--- src/rtl/neural_network_pkg.sv ---
// Shared fixed-point definitions for the neuron datapath: Q7.8 sign-magnitude words,
// FSM state encoding and sign-magnitude <-> two's-complement helpers.
package neural_network_pkg;

  localparam int unsigned DATA_W  = 16;
  localparam int unsigned FRAC_W  = 8;
  localparam logic [14:0] MAG_MAX = 15'h7FFF;

  typedef enum logic [1:0] {
    IDLE,
    ACCUM,
    FINISH,
    OUTPUT
  } state_e;

  // -0 maps to 0; magnitude is at most 15 bits so the result always fits
  function automatic logic signed [DATA_W-1:0] sm_to_tc(input logic [DATA_W-1:0] sm);
    logic signed [DATA_W-1:0] mag;
    mag = signed'({1'b0, sm[DATA_W-2:0]});
    return sm[DATA_W-1] ? -mag : mag;
  endfunction

  // -32768 has no sign-magnitude image and clamps; zero is always returned as +0
  function automatic logic [DATA_W-1:0] tc_to_sm(input logic signed [DATA_W-1:0] tc);
    logic [DATA_W-1:0] mag;
    mag = tc[DATA_W-1] ? DATA_W'(-tc) : DATA_W'(tc);
    if (mag > {1'b0, MAG_MAX}) mag = {1'b0, MAG_MAX};
    if (mag == '0) return '0;
    return {tc[DATA_W-1], mag[DATA_W-2:0]};
  endfunction

endpackage

--- src/rtl/sign_mag_mult.sv ---
// Combinational sign-magnitude multiplier: two Q7.8 operands in, signed Q14.16 product out.
module sign_mag_mult
  import neural_network_pkg::*;
(
  input  logic        [DATA_W-1:0]   i_a,
  input  logic        [DATA_W-1:0]   i_b,
  output logic signed [2*DATA_W-1:0] o_prod
);

  localparam int unsigned PROD_W = 2 * DATA_W;

  logic signed [DATA_W-1:0] w_a;
  logic signed [DATA_W-1:0] w_b;

  assign w_a    = sm_to_tc(i_a);
  assign w_b    = sm_to_tc(i_b);
  assign o_prod = PROD_W'(w_a) * PROD_W'(w_b);

endmodule

--- src/rtl/neuron_mac.sv ---
// Sequential MAC neuron: accumulates N_INPUTS products, adds bias, emits a Q7.8 sign-magnitude
// result. Define NEURON_MAC_SAT_EN to saturate the magnitude instead of wrapping it.
module neuron_mac
  import neural_network_pkg::*;
#(
  parameter int unsigned N_INPUTS = 8,
  parameter int unsigned ACC_W    = 40
) (
  input  logic              clk,
  input  logic              rst,
  input  logic [DATA_W-1:0] in_data,
  input  logic [DATA_W-1:0] in_weight,
  input  logic              in_valid,
  output logic              in_ready,
  input  logic [DATA_W-1:0] bias,
  output logic [DATA_W-1:0] out_data,
  output logic              out_valid,
  input  logic              out_ready
);

  localparam int unsigned CNT_W = $clog2(N_INPUTS + 1);

  state_e                   r_state;
  logic        [CNT_W-1:0]  r_cnt;
  logic signed [ACC_W-1:0]  r_acc;
  logic                     r_in_ready;
  logic                     r_out_valid;
  logic        [DATA_W-1:0] r_out_data;

  logic signed [2*DATA_W-1:0] w_prod;
  logic                       w_beat;
  logic                       w_last;
  logic signed [ACC_W-1:0]    w_bias_ext;
  logic signed [ACC_W-1:0]    w_sum;
  logic        [ACC_W-1:0]    w_abs;
  logic        [ACC_W-1:0]    w_mag_full;
  logic        [DATA_W-2:0]   w_mag;
  logic        [DATA_W-1:0]   w_result;

  sign_mag_mult u_mult (
    .i_a    (in_data),
    .i_b    (in_weight),
    .o_prod (w_prod)
  );

  assign w_beat = in_valid & in_ready;
  assign w_last = (r_cnt == CNT_W'(N_INPUTS - 1));

  // Bias is Q7.8; shift to Q.16 to line up with the accumulated products
  assign w_bias_ext = ACC_W'(sm_to_tc(bias)) <<< FRAC_W;
  assign w_sum      = r_acc + w_bias_ext;
  assign w_abs      = w_sum[ACC_W-1] ? ACC_W'(-w_sum) : ACC_W'(w_sum);
  assign w_mag_full = w_abs >> FRAC_W;

`ifdef NEURON_MAC_SAT_EN
  assign w_mag = (|w_mag_full[ACC_W-1:DATA_W-1]) ? MAG_MAX : w_mag_full[DATA_W-2:0];
`else
  logic w_unused_mag_hi;
  assign w_unused_mag_hi = ^w_mag_full[ACC_W-1:DATA_W-1];
  assign w_mag           = w_mag_full[DATA_W-2:0];
`endif

  // Zero magnitude never carries a sign
  assign w_result = (w_mag == '0) ? '0 : {w_sum[ACC_W-1], w_mag};

  always_ff @(posedge clk or posedge rst) begin
    if (rst) begin
      r_state     <= IDLE;
      r_cnt       <= '0;
      r_acc       <= '0;
      r_in_ready  <= 1'b1;
      r_out_valid <= 1'b0;
      r_out_data  <= '0;
    end else begin
      unique case (r_state)
        IDLE, ACCUM: begin
          if (w_beat) begin
            r_acc <= r_acc + ACC_W'(w_prod);
            if (w_last) begin
              r_state    <= FINISH;
              r_cnt      <= '0;
              r_in_ready <= 1'b0;
            end else begin
              r_state <= ACCUM;
              r_cnt   <= r_cnt + CNT_W'(1);
            end
          end
        end
        FINISH: begin
          r_out_data  <= w_result;
          r_out_valid <= 1'b1;
          r_acc       <= '0;
          r_state     <= OUTPUT;
        end
        OUTPUT: begin
          if (out_ready) begin
            r_out_valid <= 1'b0;
            r_in_ready  <= 1'b1;
            r_state     <= IDLE;
          end
        end
        default: r_state <= IDLE;
      endcase
    end
  end

  // Held low combinationally during reset so no beat is taken while rst is asserted
  assign in_ready  = r_in_ready & ~rst;
  assign out_valid = r_out_valid;
  assign out_data  = r_out_data;

endmodule

--- config.mk ---
export PLATFORM = sky130hd
export DESIGN_NAME = neuron_mac
export DESIGN_NICKNAME = d
export VERILOG_FILES = /design/src/rtl/neural_network_pkg.sv /design/src/rtl/sign_mag_mult.sv /design/src/rtl/neuron_mac.sv
export SDC_FILE = /design/constraint.sdc
export NUM_CORES = 1
export LEC_CHECK = 0
export BUFFER_PORTS_ARGS = -buffer_cell sky130_fd_sc_hd__buf_4
export CAP_MARGIN = 0
export CORE_ASPECT_RATIO = 0.6
export CORE_UTILIZATION = 55
export DETAILED_ROUTE_END_ITERATION = 6
export PLACE_DENSITY = 0.72
export SLEW_MARGIN = 10
export SYNTH_ARGS = -nofsm -noshare
export SYNTH_HDL_FRONTEND = slang
export SYNTH_HIERARCHICAL = 1
export SYNTH_SLANG_ARGS = --single-unit
export TNS_END_PERCENT = 100
--- constraint.sdc ---
create_clock -name clk -period 4.38 [get_ports clk]
set_clock_uncertainty 0.15 [all_clocks]
set_input_delay 1.314 -clock clk [delete_from_list [all_inputs] [get_ports clk]]
set_output_delay 1.314 -clock clk [all_outputs]
set_load 0.03 [all_outputs]
### Word-level counts from Yosys, hierarchy flattened

Cells that the tools add are included.

* bits in registers: 64
* input bits: 52
* output and inout port bits: 18
* word-level logic and storage cells: 53

* add/sub/neg operators: 7
* multipliers: 1
* equal/unequal tests: 7
* multiplexer cells: 18
* bitwise logic cells: 3
* reductions and logical operators: 11

Operators with widths (number)
* 40-bit one-hot mux with 2 select lines: 1
* 16-bit 2-to-1 mux: 4
* 15-bit negator with 16-bit output: 3
* 40-bit by 24-bit adder with 40-bit output: 1
* 40-bit by 32-bit adder with 40-bit output: 1
* 40-bit 2-to-1 mux: 1
* 16-bit by 16-bit multiplier with 32-bit output: 1
* 23-bit 2-to-1 mux: 1
* 23-bit negator: 1
* 15-bit zero test: 1
* 2-bit AND reduction: 4
* 2-bit 2-to-1 mux: 3
* 2-bit inequality test, second input constant: 3
* 2-bit one-hot mux with 3 select lines: 1
* 2-bit nonzero test: 3
* 4-bit by 1-bit adder with 4-bit output, second input constant: 1
* 2-bit == test, second input constant: 2
* 4-bit by 3-bit == test with 1-bit output, second input constant: 1
* 1-bit 2-to-1 mux: 4
* 4-bit 2-to-1 mux: 1
* 1-bit one-hot mux with 2 select lines: 2
* 4-bit AND reduction: 1
* 1-bit AND: 2
* 2-bit by 1-bit == test with 1-bit output, second input constant: 1
* 3 further kinds: 3

### Longest topological paths before layout

Gate-level depths: netlist (run 1).

* word-level depth: 7
* gate-level depth with buffers: 41
* gate-level depth less buffers: 38

### By module

Netlist (run 1), hierarchy kept.

By module, submodules not included
* sign_mag_mult: instances 1, cells each 1236, area each 10654.0 sq um, seq. area each 0.0 sq um
* neuron_mac: instances 1, cells each 765, area each 6318.6 sq um, seq. area each 1602.8 sq um

### Worst setup path after synthesis (run 1)

Ideal clock, no wire load.

* path type: in2reg
* start: in in_data[9]
* end: reg r_acc[39]
* library setup time: 0.120 ns
* arrival: 10.877 ns
* data required time: 4.110 ns
* path slack: -6.767 ns
* stages on the path: 34
* path buffers: 0
* path through: or4_4 > or3_1 > or2_4 > o31a_4 > nand2_1 > inv_1 > fa_1 > fa_1 > inv_1 > fa_1 > fa_1 > inv_1 > fa_1 > inv_1 > fa_1 > inv_1 > ha_1 > a21o_1 > a221o_1 > a41o_1 > or2_0 > o2111ai_1 > o31ai_1 > a2111oi_1 > ha_1 > a21oi_1 > nor2b_1 > o21ai_0 > nand2b_1 > a21oi_1 > o21ai_1 > a211oi_1 > xnor2_1 > o211a_1

* word-level cells in the longest chain between the ends: 6

RTL lines
* start, declared: line neuron_mac.sv:11 `input logic [DATA_W-1:0] in_data,`
* 15-bit negator with 16-bit output: line neural_network_pkg.sv:20 `return sm[DATA_W-1] ? -mag : mag;`
* 16-bit 2-to-1 mux (*): line neural_network_pkg.sv:20
* 16-bit by 16-bit multiplier with 32-bit output (*): line sign_mag_mult.sv:17 `assign o_prod = PROD_W'(w_a) * PROD_W'(w_b);`
* net w_prod[31]: line neuron_mac.sv:30 `logic signed [2*DATA_W-1:0] w_prod;`
* 40-bit by 32-bit adder with 40-bit output (*): line neuron_mac.sv:78 `r_acc <= r_acc + ACC_W'(w_prod);`
* 40-bit 2-to-1 mux (*): line neuron_mac.sv:77 `if (w_beat) begin`
* 40-bit one-hot mux with 2 select lines (*): line neuron_mac.sv:75 `unique case (r_state)`
* end signal, assigned: line neuron_mac.sv:78
* end, declared: line neuron_mac.sv:25 `logic signed [ACC_W-1:0] r_acc;`

The timed path passes the listed nets; every way through them passes the cells marked *. The select of a mux whose other input is x is not followed.
A chain may end at the register's enable or synchronous reset.

### Worst setup path in the final report (run 1)

* start: in in_weight[5]
* end: reg r_acc[34]

* word-level cells in the longest chain between the ends: 6

RTL lines
* start, declared: line neuron_mac.sv:12 `input logic [DATA_W-1:0] in_weight,`
* 15-bit negator with 16-bit output: line neural_network_pkg.sv:20
* 16-bit 2-to-1 mux (*): line neural_network_pkg.sv:20
* 16-bit by 16-bit multiplier with 32-bit output (*): line sign_mag_mult.sv:17
* net w_prod[28]: line neuron_mac.sv:30
* 40-bit by 32-bit adder with 40-bit output (*): line neuron_mac.sv:78
* 40-bit 2-to-1 mux (*): line neuron_mac.sv:77
* 40-bit one-hot mux with 2 select lines (*): line neuron_mac.sv:75

Marked as above.

==> results of run 1 <==
critical path: cells and delay by family:
kind | cells | cell delay (ns)
adders and majority gates | 8 | 3.59
AOI/OAI and AO/OA | 10 | 1.80
and+or+nand+nor | 7 | 1.72
buffers and inverters | 10 | 1.27
xor gates and xnor gates | 2 | 0.37
path summary, 6_finish.rpt:
path	start	endpoint	slack (ns)	depth (start not counted)
worst max-delay path	in_weight[5]	r_acc[34]	-5.62	37
worst min-delay path	out_data[8]	out_data[8]	0.34	2
worst max register to register	r_acc[8]	out_data[14]	0.55	15
worst min register to register	out_data[8]	out_data[8]	0.34	2
max in group asynchronous	rst	r_acc[7]	2.23	3
min in group asynchronous	rst	r_acc[33]	1.08	2
cell type report:
type / instances / area (um2)
inverters: 349 / 1350
fillers: 1658 / 4810
repair buffers: 633 / 5150
flip-flops and latches: 64 / 1600
multi-input cells: 1539 / 16400
well taps: 408 / 510
clock inverters: 7 / 120
clock buffers: 9 / 225
registers in the layout (all words and copies together) (netlist names):
signal / cells
out_data: 16
out_valid: 1
r_acc: 40
r_cnt: 4
r_in_ready: 1
r_state: 2
placed cells by master, fill, tap and decap left out, types with 10 or more instances in the layout:
cell type / Yosys / final
dfrtp_1: 63 / 63
inv_1: 347 / 313
nor2_1: 197 / 164
nand2_2: 1 / 16
a21oi_2: 1 / 35
fa_1: 264 / 249
nor3_1: 25 / 17
a21o_1: 38 / 38
nor2_2: 1 / 21
xnor2_1: 97 / 66
nor2_4: 1 / 14
nand3_1: 54 / 50
nor2b_1: 14 / 10
ha_1: 157 / 96
o21ai_2: 1 / 22
inv_2: 1 / 29
ha_4: 0 / 56
fa_2: 0 / 15
xor2_1: 57 / 44
o21ai_0: 99 / 27
buf_4: 2 / 546
nand2b_1: 26 / 19
buf_6: 1 / 77
nand2_1: 196 / 172
o21ai_1: 10 / 54
and2_1: 11 / 10
a21oi_1: 78 / 35
xnor2_2: 2 / 27
o21bai_1: 12 / 10
nand4_1: 13 / 13
routing by layer:
metal	GRT usage	wire [um]	vias to the layer above	share of wire
met5	0	0	-	0
met4	0.0723	1660	0	0.028
met1	0.521	25200	8533	0.42
met3	0.0928	5650	151	0.094
li1	-	-	7667	-
met2	0.574	27600	808	0.46
what timing repair did:
action,CTS,global route
pin swaps,148,110
endpoints found under the setup margin,53,53
hold endpoints to repair,0,0
setup buffers,65,44
gates resized for setup,294,128
kinds of logic (layout without fill, tap and decap cells):
logic type | count (synthesis) | in the layout | share of synthesized area
flops | 64 | 64 | 0.0944
compound gates | 341 | 341 | 0.132
fa+ha+maj | 421 | 421 | 0.427
xor+xnor | 158 | 158 | 0.0840
buf+inv | 398 | 998 | 0.0902
mux | 4 | 4 | 0.00243
simple gates | 615 | 615 | 0.170
metrics by stage:
step	TNS, ns	instances	util	cell area [um2]	hold slack, ns
after global placement	-180.25	2888	0.740	22300	0.309
after detailed placement	-185.34	2888	0.740	22300	0.322
after floorplan	-144.05	2001	-	18100	0.304
final	-168.13	3009	0.840	25400	0.337
after CTS	-156.21	2966	0.809	24400	0.338
after global routing	-179.07	3009	0.840	25400	0.354
synth_stat cells (3+ instances only):
| cell type | instances |
|---|---|
| inv_1 | 347 |
| fa_1 | 264 |
| nor2_1 | 197 |
| nand2_1 | 196 |
| ha_1 | 157 |
| o21ai_0 | 99 |
| xnor2_1 | 97 |
| a21oi_1 | 78 |
| dfrtp_1 | 63 |
| xor2_1 | 57 |
| nand3_1 | 54 |
| clkbuf_1 | 39 |
| a21o_1 | 38 |
| nand2b_1 | 26 |
| nor3_1 | 25 |
| o31ai_1 | 17 |
| nor2b_1 | 14 |
| nand4_1 | 13 |
| nor4_1 | 12 |
| o21a_1 | 12 |
| o21bai_1 | 12 |
| and2_1 | 11 |
| a211oi_1 | 10 |
| nor3b_1 | 10 |
| o21ai_1 | 10 |
| and3_1 | 9 |
| or3_1 | 8 |
| a31oi_1 | 7 |
| or4_1 | 7 |
| o211ai_1 | 6 |
| buf_2 | 5 |
| o41ai_1 | 5 |
| and4_1 | 4 |
| nand3b_1 | 4 |
| a211o_1 | 3 |
| a21boi_0 | 3 |
| a31o_2 | 3 |
| mux2i_1 | 3 |
| or4_4 | 3 |
==> results.py, run 1 <==
metrics = {
    "status": {
        "status": "complete, but fails checks",
        "violations": "setup timing",
    },
    "placement": {
        "numPortBuffers": 69,
        "hpwl_um": 43500,
        "gp_congestion": 0.982,
        "dp_slack_ns": -6.06,
    },
    "floorplanning": {
        "die_x_um": 229,
        "io_pins": 70,
        "rows": 49,
        "die_area_um2": 31600,
        "die_h_um": 138,
        "core_um2": 30200,
        "start_util": 0.563,
    },
    "global_route": {
        "grt_pass1_vias": 17800,
        "overflow": 0,
        "grt_max_degree": 44,
        "grt_pass1_wl_um": 91600,
        "grt_usage": 0.367,
        "antenna_found_initial": 0,
    },
    "synth": {
        "synth-seq-cells": 64,
        "synthTopCellsByArea": "fa_1, ha_1, dfrtp_1",
        "ys.flop_type": "dfrtp_1",
        "netlist.area_leader.share": 0.311,
        "synth.largest_area_cell": "fa_1",
        "yosys_warnings": 6,
        "seq_area_frac_synth": 0.0944,
        "syn_nets": 2474,
        "synth_edf_count": 0,
        "avgSynthCellArea_um2": 8.48,
        "syn_inst": 2001,
        "ys_types": 100,
        "synthesis.area_um2": 17000,
        "postSynth.asyncResetShare": 1.00,
    },
    "sta": {
        "slew-limit-headroom": 0.312,
        "tightest_slew_ns": 1.03,
        "hold_violations": 0,
        "timing.fmax_mhz": 100,
        "finalMaxSlewViolations": 0,
        "period_needed_ns": 10.0,
        "setup_viol": 52,
        "rsz0062_at_grt": "yes",
        "fin_ws_ns": -5.62,
        "finalCritPeriodShare": 2.28,
    },
    "clocking": {
        "cts_tree": "yes",
        "cts_hold_buf": 0,
        "htreeDepth": 3,
        "cts_root_buf": "clkbuf_16",
        "clk_pin_slew_ns": 0.07,
        "clk_path_buf_depth": 2,
        "clock_latency_ns": 0.36,
        "cts_made_buffers": 9,
        "cts.sinks": 64,
    },
    "routing": {
        "drtPass1Iterations": 6,
        "first_iter_violations": 1668,
        "vias_per_cell": 5.70,
        "vias": 17200,
        "drtAntennaViolNets": 0,
        "drc": 0,
        "wl_um": 60200,
        "wl_per_cell_um": 20.0,
    },
    "finish": {
        "drive_gt1_frac": 0.405,
        "areaGrowthSynthToFinish_pct": 49.4,
        "antenna_cells": 0,
        "fin_nets": 3069,
    },
    "critical_path": {
        "critPathKind": "in -> reg",
        "crit_arrival_ns": 10.08,
        "cp_slowest_cell": "fa_1",
        "crit_required_ns": 4.46,
        "end_kind": "flop",
        "critPathMaxFanout": 7,
        "start_kind": "input port",
        "slowest_delay_ns": 0.60,
    },
    "run": {
        "maxCapViolCount": 0,
    },
    "hold_path": {
        "min_path_type": "reg -> reg",
    },
}
Power of run 1 is not shown: default switching activity piles up to over one toggle a cycle in this logic, so the estimate is an artifact.
==> run 2, diff against run 1 <==
Settings changed: CORE_UTILIZATION 55 to 63, PLACE_DENSITY 0.72 to 0.81.
==> run 2 against run 1 <==
Net effect:
- the flow now stops in global routing
- area after synthesis unchanged
- synthesized cell count unchanged
==> results.py, run 2 <==
metrics = {
    "synth": {
        "synthTopCellsByArea": "fa_1, ha_1, dfrtp_1",
        "synthTopCellsByCount": "inv_1, fa_1, nor2_1",
        "syn_nets": 2474,
        "synth.most_common_cell": "inv_1",
        "ys.flop_type": "dfrtp_1",
        "synth-xor-area-share": 0.0840,
        "syn_inst": 2001,
        "synthAdderAreaFrac": 0.427,
        "synthesis.area_um2": 17000,
        "synth-simple-area-share": 0.170,
        "synth_edf_count": 0,
        "avgSynthCellArea_um2": 8.48,
        "synth.largest_area_cell": "fa_1",
        "seq_area_frac_synth": 0.0944,
        "ys_types": 100,
        "netlist.area_leader.share": 0.311,
        "postSynth.asyncResetShare": 1.00,
        "synth-seq-cells": 64,
        "synth_top_family_by_area": "adder cells",
        "synth_compound_area_frac": 0.132,
        "synth.mux.area_fraction": 0.00243,
        "yosys_warnings": 6,
    },
    "placement": {
        "hpwl_um": 45800,
        "gp_congestion": 1.01,
        "numPortBuffers": 69,
    },
    "clocking": {
        "clk_path_buf_depth": 2,
        "cts.sinks": 64,
        "cts_hold_buf": 0,
        "cts_made_buffers": 9,
        "cts_root_buf": "clkbuf_16",
        "htreeDepth": 3,
    },
    "sta": {
        "worstEpCategory": "register data pin",
        "worst_endpoint": "r_acc[39]$_DFFE_PP0P_/D",
    },
    "global_route": {
        "grt_max_degree": 53,
        "grt_usage": 0.797,
        "overflow": 24,
    },
    "floorplanning": {
        "start_util": 0.642,
        "io_pins": 70,
        "rows": 46,
        "die_x_um": 214,
        "die_h_um": 129,
    },
    "status": {
        "tool.error": "[ERROR GRT-0232] Routing congestion too high. Check the congestion heatmap in the GUI.",
        "haltStage": "global routing",
        "status": "aborted with a tool error",
    },
}
==> run 2: cell counts after synthesis <==
No cell type changed its count.
==> run 2: metrics by stage <==
stage               instance area (um2)  TNS (ns)  hold WS [ns]  instances  setup slack, ns
CTS                               24200   -163.58         0.332       2932            -5.59
global placement                  22300   -177.97         0.314       2844            -5.95
detailed placement                22300   -184.97         0.320       2844            -6.17
floorplan                         18100   -144.05         0.304       2001            -5.68
==> run 2: kinds of logic after synthesis <==
kind of cell / count (synthesis)
and+or+nand+nor: 615
AOI/OAI and AO/OA: 341
buffers and inverters: 398
adders and majority gates: 421
muxes: 4
xor gates and xnor gates: 158
DFF: 64
==> run 2: metal layers <==
metal,GRT overflow,GRT usage
met2,12,0.963
met5,0,0.375
met3,0,0.650
met4,12,0.840
met1,0,0.784
==> run 2: repair_timing <==
action                                  in CTS
pin swaps                                  136
endpoints found under the hold margin        0
endpoints found under the setup margin      53
setup buffers                               79
gates cloned                                 1
gates resized for setup                    229
==> run 3, diff against run 2 <==
Settings changed: CORE_ASPECT_RATIO 0.6 to not set, CORE_UTILIZATION 63 to 40, PLACE_DENSITY 0.81 to not set, PLACE_DENSITY_LB_ADDON set to 0.15.
==> run 3 against run 2 <==
Net effect:
- the flow now finishes, with violations (setup timing)
==> results.py, run 3 (synthesis results as in run 1) <==
metrics = {
    "finish": {
        "largest_register": "r_acc",
        "largest_reg_flops": 40,
        "antenna_cells": 0,
        "final_util": 0.607,
        "fin_nets": 3052,
        "layout_common_cells": "buf_4, inv_1, fa_1, nand2_1, nor2_1",
        "final_common_cell": "buf_4",
        "areaGrowthSynthToFinish_pct": 49.8,
        "drive_gt1_frac": 0.401,
        "num-fill-cells": 3625,
        "regArea_um2": 1600,
        "multi_input_area_um2": 16400,
    },
    "clocking": {
        "htreeDepth": 3,
        "clk_pin_slew_ns": 0.06,
        "clk_path_buf_depth": 2,
        "cts_hold_buf": 0,
        "cts_tree": "yes",
        "cts_made_buffers": 9,
        "cts_root_buf": "clkbuf_16",
        "cts.sinks": 64,
        "clock_latency_ns": 0.34,
    },
    "sta": {
        "fin_ws_ns": -5.43,
        "timing.fmax_mhz": 102,
        "tightest_slew_ns": 0.893,
        "hold_violations": 0,
        "rsz0062_at_grt": "yes",
        "finalMaxSlewViolations": 0,
        "period_needed_ns": 9.81,
        "slew-limit-headroom": 0.404,
        "finalCritPeriodShare": 2.24,
        "setup_viol": 52,
    },
    "placement": {
        "dp_slack_ns": -5.94,
        "numPortBuffers": 69,
        "hpwl_um": 41500,
        "gp_congestion": 0.971,
    },
    "global_route": {
        "grt_max_degree": 65,
        "grt_usage": 0.244,
        "overflow": 0,
        "grt_pass1_wl_um": 85200,
        "antenna_found_initial": 0,
        "grt_pass1_vias": 17100,
    },
    "floorplanning": {
        "io_pins": 70,
        "start_util": 0.406,
        "rows": 75,
        "die_h_um": 208,
        "core_um2": 41900,
        "die_area_um2": 43300,
        "die_x_um": 208,
    },
    "hold_path": {
        "min_path_type": "reg -> reg",
    },
    "status": {
        "status": "complete, but fails checks",
        "violations": "setup timing",
    },
    "routing": {
        "first_iter_violations": 731,
        "drtPass1Iterations": 5,
        "wl_um": 50400,
        "drtAntennaViolNets": 0,
        "wl_per_cell_um": 16.1,
        "vias_per_cell": 5.08,
        "drc": 0,
        "vias": 15900,
    },
    "critical_path": {
        "crit_arrival_ns": 9.89,
        "start_kind": "input port",
        "critPathKind": "in -> reg",
        "end_kind": "flop",
        "slowest_delay_ns": 0.56,
        "critPathMaxFanout": 8,
        "cp_slowest_cell": "fa_2",
        "crit_required_ns": 4.46,
        "crit_top_cell": "fa_1",
    },
    "run": {
        "maxCapViolCount": 0,
    },
}
run 3: metal layers:
layer / global-route usage / vias up / routed length [um]
met5: 0 / - / 0
met4: 0.0383 / 0 / 673
met3: 0.0332 / 50 / 2010
met2: 0.419 / 236 / 24900
met1: 0.331 / 7940 / 22800
li1: - / 7631 / -
run 3: final cells by class:
| class | count | area share |
|---|---|---|
| Multi-Input combinational cell | 1539 | 0.644 |
| Sequential cell | 64 | 0.0631 |
| Clock buffer | 12 | 0.00970 |
| Clock inverter | 4 | 0.00177 |
| Inverter | 349 | 0.0532 |
| Timing Repair inverter | 1 | 0.000295 |
| Tap cell | 539 | 0.0265 |
| Timing Repair Buffer | 615 | 0.201 |
run 3: path summary, 6_finish.rpt:
check	cells past startpoint	start	slack (ns)	endpoint
worst max-delay path	34	in_data[9]	-5.43	r_acc[39]
worst min-delay path	2	out_valid	0.33	out_valid
worst max register to register	10	r_acc[1]	0.77	out_data[15]
worst min register to register	2	out_valid	0.33	out_valid
max in group asynchronous	3	rst	2.32	r_acc[3]
min in group asynchronous	2	rst	0.99	r_cnt[0]
run 3: timing repair:
action / in CTS / in global routing
buffers inserted: 42 / 44
pin swaps: 132 / 142
gates resized for setup: 273 / 157
cloned: 1 / 0
endpoints found under the setup margin: 53 / 53
run 3: stage by stage:
| stage | cell area (um2) | hold WS, ns | setup TNS, ns | cells |
|---|---|---|---|---|
| after floorplan | 18100 | 0.304 | -144.05 | 2001 |
| after global placement | 22600 | 0.314 | -175.81 | 3032 |
| after detailed placement | 22600 | 0.319 | -178.16 | 3032 |
| after CTS | 24400 | 0.334 | -153.96 | 3087 |
| after global routing | 25400 | 0.361 | -172.24 | 3123 |
| final | 25400 | 0.330 | -159.86 | 3123 |
run 3: worst max-delay path, delay by kind of cell:
kind / cells / cell delay (ns)
AO/OA/AOI/OAI: 11 / 2.19
buffers and inverters: 7 / 0.74
adder cells (fa/ha/maj): 8 / 3.51
AND/OR/NAND/NOR: 8 / 2.13
Power of run 3 is left out for the same reason.
==> run 4, diff against run 3 <==
Settings changed: CORE_UTILIZATION 40 to 30.
==> run 4 against run 3 <==
Net effect:
- the flow still finishes with violations (setup timing)
- die area up 33%
- routed wire length rose by 3.2%
- critical path depth rose by 1
- highest routed layer unchanged
==> results.py, run 4 (synthesis results as in run 1) <==
metrics = {
    "status": {
        "status": "complete, but fails checks",
        "violations": "setup timing",
    },
    "clocking": {
        "clk_path_buf_depth": 2,
        "cts_hold_buf": 0,
        "cts.sinks": 64,
        "cts_root_buf": "clkbuf_16",
        "cts_tree": "yes",
        "cts_made_buffers": 9,
        "htreeDepth": 3,
        "clock_latency_ns": 0.35,
        "clk_pin_slew_ns": 0.06,
    },
    "placement": {
        "hpwl_um": 43600,
        "numPortBuffers": 69,
        "gp_congestion": 0.855,
        "place_inst": 3261,
    },
    "critical_path": {
        "critPathMaxFanout": 5,
        "start_kind": "input port",
        "cp.buffers_inverters": 8,
        "critPathKind": "in -> reg",
        "end_kind": "flop",
        "cp_slowest_cell": "fa_1",
        "crit_top_cell": "fa_1",
        "slowest_delay_ns": 0.56,
        "crit_family": "adder cells",
        "crit_arrival_ns": 9.99,
        "crit_required_ns": 4.52,
    },
    "global_route": {
        "antenna_found_initial": 0,
        "grt_pass1_vias": 17100,
        "grt_max_degree": 67,
        "grt_pass1_wl_um": 87300,
        "overflow": 0,
        "grt_usage": 0.190,
    },
    "routing": {
        "wl_um": 52000,
        "first_iter_violations": 690,
        "drtPass1Iterations": 5,
        "drtAntennaViolNets": 0,
        "vias_per_cell": 4.71,
        "wl_per_cell_um": 15.5,
        "vias": 15800,
        "drc": 0,
    },
    "floorplanning": {
        "start_util": 0.306,
        "die_x_um": 240,
        "io_pins": 70,
        "die_h_um": 240,
        "core_um2": 55500,
        "rows": 86,
        "die_area_um2": 57500,
    },
    "finish": {
        "antenna_cells": 0,
        "fin_nets": 3070,
        "drive_gt1_frac": 0.395,
        "largest_reg_flops": 40,
        "largest_register": "r_acc",
        "final_common_cell": "buf_4",
        "finalNonFillerCells": 3350,
        "areaGrowthSynthToFinish_pct": 50.7,
        "layout_common_cells": "buf_4, inv_1, fa_1, nand2_1, nor2_1",
    },
    "sta": {
        "tightest_slew_ns": 1.04,
        "hold_violations": 0,
        "finalCritPeriodShare": 2.25,
        "slew-limit-headroom": 0.308,
        "setup_viol": 52,
        "finalMaxSlewViolations": 0,
        "period_needed_ns": 9.85,
        "rsz0062_at_grt": "yes",
        "fin_ws_ns": -5.47,
        "timing.fmax_mhz": 102,
    },
    "run": {
        "maxCapViolCount": 0,
    },
    "hold_path": {
        "min_path_type": "reg -> reg",
    },
}
==> run 4: final timing paths <==
| check | startpoint | endpoint | slack [ns] | depth (start not counted) |
|---|---|---|---|---|
| max | in_data[10] | r_acc[33] | -5.47 | 35 |
| min | r_in_ready | r_in_ready | 0.33 | 2 |
| max reg2reg | r_acc[1] | out_data[15] | 0.69 | 10 |
| min reg2reg | r_in_ready | r_in_ready | 0.33 | 2 |
| max in group asynchronous | rst | r_acc[19] | 2.21 | 3 |
| min in group asynchronous | rst | r_state[1] | 1.09 | 2 |
==> run 4: routing by layer <==
layer | up-vias | GRT usage | part of all wire
li1 | 7660 | - | -
met5 | - | 0 | 0
met4 | 0 | 0.0274 | 0.011
met3 | 43 | 0.0189 | 0.033
met2 | 205 | 0.329 | 0.49
met1 | 7881 | 0.261 | 0.46
==> run 4: per-stage QoR <==
| step | hold slack (ns) | setup slack [ns] | area (um2) | util | TNS, ns |
|---|---|---|---|---|---|
| floorplan | 0.304 | -5.68 | 18100 | - | -144.05 |
| global placement | 0.315 | -5.95 | 23000 | 0.414 | -181.48 |
| detailed placement | 0.322 | -6.10 | 23000 | 0.414 | -182.88 |
| CTS | 0.336 | -5.55 | 24800 | 0.447 | -157.90 |
| global route | 0.358 | -5.80 | 25600 | 0.461 | -175.66 |
| finish | 0.331 | -5.47 | 25600 | 0.461 | -162.61 |
==> run 4: tightest hold or removal path: stages, from the launching register on <==
cell	delay (ns)
dfstp_2	0.36
o21ai_0	0.06
nand2_1	0.06
==> run 4: cell type report <==
cell class | instances | area [um2]
repair buffers | 633 | 5150
fillers | 5438 | 29900
well taps | 748 | 936
repair inverters | 1 | 5.00
inverters | 349 | 1350
clock inverters | 5 | 57.6
clock buffers | 11 | 243
flip-flops and latches | 64 | 1600
multi-input cells | 1539 | 16200
==> run 4: repair_timing <==
| action | in CTS | in global routing |
|---|---|---|
| setup endpoints to repair | 53 | 53 |
| pin swaps | 185 | 84 |
| gates resized for setup | 264 | 136 |
| setup buffers | 55 | 29 |
| cloned | 0 | 1 |
Power of run 4 is left out for the same reason.
